--- config.mk ---
export PLATFORM = sky130hd
export DESIGN_NAME = store_write_buffer
export DESIGN_NICKNAME = d
export VERILOG_FILES = /design/src/rtl/store_write_buffer.sv
export SDC_FILE = /design/constraint.sdc
export NUM_CORES = 1
export LEC_CHECK = 0
export ABC_AREA = 1
export CORE_MARGIN = 2
export CORE_UTILIZATION = 56
export CTS_BUF_LIST = sky130_fd_sc_hd__clkbuf_4 sky130_fd_sc_hd__clkbuf_8
export DETAILED_ROUTE_END_ITERATION = 8
export PLACE_DENSITY = 0.91
export SLEW_MARGIN = 10
export SYNTH_ARGS = -nofsm -noshare
export SYNTH_HDL_FRONTEND = slang
export SYNTH_SLANG_ARGS = --single-unit
--- constraint.sdc ---
create_clock -name clk -period 5.65 [get_ports clk]
set_clock_uncertainty 0.05 [all_clocks]
set_input_delay 0.8475 -clock clk [delete_from_list [all_inputs] [get_ports clk]]
set_output_delay 0.8475 -clock clk [all_outputs]
set_load 0.02 [all_outputs]
--- src/rtl/store_write_buffer.sv ---
// store_write_buffer: posted-store FIFO between the core data port and data memory.
// Each store is captured in one cycle. Stores drain in program order over a
// valid/ready handshake.
// Optional store-to-load forwarding is enabled by defining STORE_BUF_FWD_EN.
// The default build leaves that macro undefined, which removes the forwarding
// ports and the compare logic entirely.
module store_write_buffer #(
   parameter int DEPTH = 4,
   parameter int AW    = 32,
   parameter int DW    = 32
) (
   input  logic                     clk,
   input  logic                     reset,
   input  logic                     memwrite,
   input  logic [AW-1:0]            dataadr,
   input  logic [DW-1:0]            writedata,
   output logic                     stall,
   output logic                     mem_valid,
   output logic [AW-1:0]            mem_addr,
   output logic [DW-1:0]            mem_wdata,
   input  logic                     mem_ready,
   output logic                     empty,
`ifdef STORE_BUF_FWD_EN
   input  logic [AW-1:0]            ld_addr,
   output logic                     fwd_hit,
   output logic [DW-1:0]            fwd_data,
`endif
   output logic [$clog2(DEPTH):0]   count
);

   localparam int PW = $clog2(DEPTH);
   localparam int CW = PW + 1;

   logic [AW-1:0] addr_mem_r [DEPTH];
   logic [DW-1:0] data_mem_r [DEPTH];
   logic [PW-1:0] wr_ptr_r;
   logic [PW-1:0] rd_ptr_r;
   logic [CW-1:0] count_r;

   logic full_s;
   logic empty_s;
   logic push_s;
   logic pop_s;

   // Full and empty come from the occupancy count alone. Pointer equality is
   // ambiguous after wrap-around, and using count keeps mem_ready off the stall path.
   assign full_s  = (count_r == CW'(DEPTH));
   assign empty_s = (count_r == {CW{1'b0}});
   assign push_s  = memwrite && !full_s && !reset;
   assign pop_s   = !empty_s && mem_ready && !reset;

   assign stall     = full_s;
   assign empty     = empty_s;
   assign mem_valid = !empty_s;
   assign count     = count_r;
   assign mem_addr  = addr_mem_r[rd_ptr_r];
   assign mem_wdata = data_mem_r[rd_ptr_r];

   // Entry storage: write the accepted store at the tail; contents survive reset
   always_ff @(posedge clk) begin
      if (push_s) begin
         addr_mem_r[wr_ptr_r] <= dataadr;
         data_mem_r[wr_ptr_r] <= writedata;
      end
   end

   // Pointer and occupancy bookkeeping; pointers wrap naturally at DEPTH
   always_ff @(posedge clk) begin
      if (reset) begin
         wr_ptr_r <= {PW{1'b0}};
         rd_ptr_r <= {PW{1'b0}};
         count_r  <= {CW{1'b0}};
      end else begin
         if (push_s) begin
            wr_ptr_r <= wr_ptr_r + PW'(1);
         end
         if (pop_s) begin
            rd_ptr_r <= rd_ptr_r + PW'(1);
         end
         case ({push_s, pop_s})
            2'b10:   count_r <= count_r + CW'(1);
            2'b01:   count_r <= count_r - CW'(1);
            default: count_r <= count_r;
         endcase
      end
   end

`ifdef STORE_BUF_FWD_EN
   logic [DEPTH-1:0] match_s;
   logic [DW-1:0]    fwd_data_s;
   logic             unused_ld_low;

   assign unused_ld_low = &{1'b0, ld_addr[1:0]};

   // Word-address compare against occupied entries only. The scan runs from
   // oldest to youngest, so the youngest match wins. The entry being popped is
   // still visible; the entry being pushed is not written yet, so it is not.
   always_comb begin
      match_s    = {DEPTH{1'b0}};
      fwd_data_s = {DW{1'b0}};
      for (int i = 0; i < DEPTH; i++) begin
         match_s[i] = (CW'(i) < count_r) &&
                      (addr_mem_r[PW'(rd_ptr_r + PW'(i))][AW-1:2] == ld_addr[AW-1:2]);
         fwd_data_s = match_s[i] ? data_mem_r[PW'(rd_ptr_r + PW'(i))] : fwd_data_s;
      end
   end

   assign fwd_hit  = |match_s;
   assign fwd_data = fwd_data_s;
`endif

endmodule

==> impl_metrics.tcl <==
set metrics [dict create \
    hold_path.class "reg -> reg" \
    p_sw_share_pct 24.9 \
    critPathMaxFanout 65 \
    worstSetupPathType "reg -> out" \
    cts_inserted_buffers 40 \
    rows 48 \
    pwr-share-seq_pct 51.5 \
    fmax_mhz 238 \
    dieHeight_um 137 \
    r2r-start "count[1]$_SDFFE_PP0P_" \
    p_comb_share_pct 14.8 \
    num_io_pins 138 \
    antenna_found_initial 0 \
    initial_core_util_pct 57.5 \
    grt_pass1_wl_um 31500 \
    cts_tree "done" \
    grt_pass1_vias 6064 \
    setup_violations 0 \
    synthTopCellsByCount "edfxtp_1, nor2_1, o21ai_0" \
    fin_area_mm2 0.0122 \
    synthFlopType "edfxtp_1" \
    synth_seq_cells 265 \
    min_from "wr_ptr_r[1]$_SDFFE_PP0P_" \
    fin_crit_sh_pct 74.4 \
    num_antenna_cells 0 \
    clock_latency_ps 530 \
    clockPowerShare_pct 33.6 \
    area_delta_synth_final_pct 22.3 \
    cts_sinks 265 \
    yosys.area.top_type_share_pct 77.0 \
    fp.coreArea_mm2 0.0174 \
    ys_types 20 \
    p_leak_nw 4.07 \
    vias 6204 \
    cts_root_buf "clkbuf_8" \
    synth-edff-count 256 \
    status "complete, no violations" \
    max-cap-violations 0 \
    peakVddDrop_mv 0.187 \
    drive_above_1_share_pct 8.62 \
    ant_nets 0 \
    drt_wl_total_um 21100 \
    dp_hpwl_um 12000 \
    start_kind "flip-flop" \
    drt_pass1_iterations 5 \
    drc_errors 0 \
    power_density_mw_per_mm2 356 \
    clk_pin_slew_worst_paths_ps 60 \
    synthTopCellsByArea "edfxtp_1, nor2_1, o22ai_1" \
    grt_overflow 0 \
    wl_per_cell_um 19.4 \
    crit_path_end_kind "output port" \
    relSlewSlack_pct 25.4 \
    seq_area_frac_synth_pct 78.8 \
    worst_pin_slew_ps 1120 \
    synth_top_cell_by_area "edfxtp_1" \
    syn_inst 688 \
    p_int_mw 3.26 \
    final_net_count 908 \
    period_needed_ps 4200 \
    place_congestion 0.819 \
    die_width_um 137 \
    rsz0062_at_grt "no" \
    cts_hold_buf 0 \
    drt_iter0_markers 624 \
    slew_violations 0 \
    cts_buffer_depth 3 \
    arrival_ps 3310 \
    via_per_inst 5.73 \
    track_usage_pct 22.3 \
    post_cts_buffers 0 \
    tns_ps 0 \
    syn_avg_cell_area_um2 14.5 \
    placed_area_mm2 0.0115 \
    p_sw_mw 1.08 \
    grt_max_degree 106 \
    yosysWarnings 0 \
    die_area_mm2 0.0189 \
    async_flop_share_pct 0 \
    syn_nets 762 \
    cp.required_ps 4750 \
    io_buffers 137 \
    syn_area_mm2 0.00998 \
    htreeDepth 2 \
    design_power_total_mw 4.35 \
    hold_viol_final 0 \
    post_cts_resize_count 0 \
    yosysMostFrequentCell "edfxtp_1" \
]
cell usage in the layout (no fill, tap or decap):
master / instances
edfxtp_1: 256
dfxtp_4: 1
inv_4: 1
buf_4: 7
nand2_1: 12
inv_2: 1
nand4_1: 1
ha_1: 5
o22ai_1: 64
inv_1: 17
clkinv_2: 1
clkinvlp_4: 1
dfxtp_1: 7
nor2_4: 4
clkbuf_4: 12
buf_12: 1
o21ai_0: 75
clkinv_1: 8
a21oi_1: 5
fa_1: 1
nor2_1: 136
dfxtp_2: 1
clkdlybuf4s50_1: 137
clkbuf_8: 44
o21ai_1: 56
nand3_1: 4
power groups by stage:
stage / sequential [mW] / combinational (mW) / clock (mW)
final: 2.24 / 0.645 / 1.46
after global routing: 2.24 / 0.693 / 1.56
after CTS: 2.24 / 0.649 / 1.48
after detailed placement: 2.28 / 0.645 / 0
after global placement: 2.28 / 0.632 / 0
after floorplan: 2.28 / 0.360 / 0
flip-flops by register name, indices dropped and copies added, names as in the netlist, named ones only:
| name | cells |
|---|---|
| wr_ptr_r | 2 |
| rd_ptr_r | 2 |
| addr_mem_r | 128 |
| count | 3 |
| data_mem_r | 128 |
cell families after synthesis:
| kind of cell | Yosys count | share of synthesized area (%) |
|---|---|---|
| flip-flops | 265 | 78.8 |
| adder cells (fa/ha/maj) | 6 | 0.828 |
| AND/OR/NAND/NOR | 157 | 5.98 |
| buffers and inverters | 60 | 3.51 |
| AO/OA/AOI/OAI | 200 | 10.8 |
per-stage QoR:
stage / hold WS [ps] / cells / setup WS, ps / utilization [%]
6_report: 466 / 1083 / 1450 / 70.3
5_1_grt: 490 / 1083 / 1310 / 70.3
4_1_cts: 467 / 1083 / 1420 / 70.3
3_5_place_dp: 458 / 1017 / 2010 / 66.0
3_3_place_gp: 448 / 1017 / 2070 / 66.0
2_1_floorplan: 416 / 688 / 1280 / -
path summary, 6_finish.rpt:
| check | endpoint | slack, ps | depth (start not counted) |
|---|---|---|---|
| max | mem_addr[14] | 1450 | 5 |
| min | wr_ptr_r[1]$_SDFFE_PP0P_ | 470 | 2 |
| max reg2reg | data_mem_r[3][9]$_DFFE_PP_ | 2920 | 5 |
| min reg2reg | wr_ptr_r[1]$_SDFFE_PP0P_ | 470 | 2 |
area by class of cell:
type,count,area (um^2)
well taps,225,282
clock inverters,10,42.5
repair buffers,145,1440
multi-input cells,363,1790
flip-flops and latches,265,7870
fillers,1083,5160
clock buffers,56,696
inverters,19,73.8
routing by layer:
layer | up-vias | wire (um) | global-route usage, %
met5 | - | 0 | 0
met4 | 0 | 573 | 8.82
met3 | 49 | 1740 | 5.30
met2 | 279 | 10400 | 36.1
met1 | 3015 | 8300 | 29.7
li1 | 2861 | - | -
critical path: stages, from the launching register on:
cell             delay, ps
dfxtp_2                310
buf_4                  320
inv_2                  880
o21ai_1                190
o22ai_1                350
clkdlybuf4s50_1        680
Power figures use the tool's default switching activity.
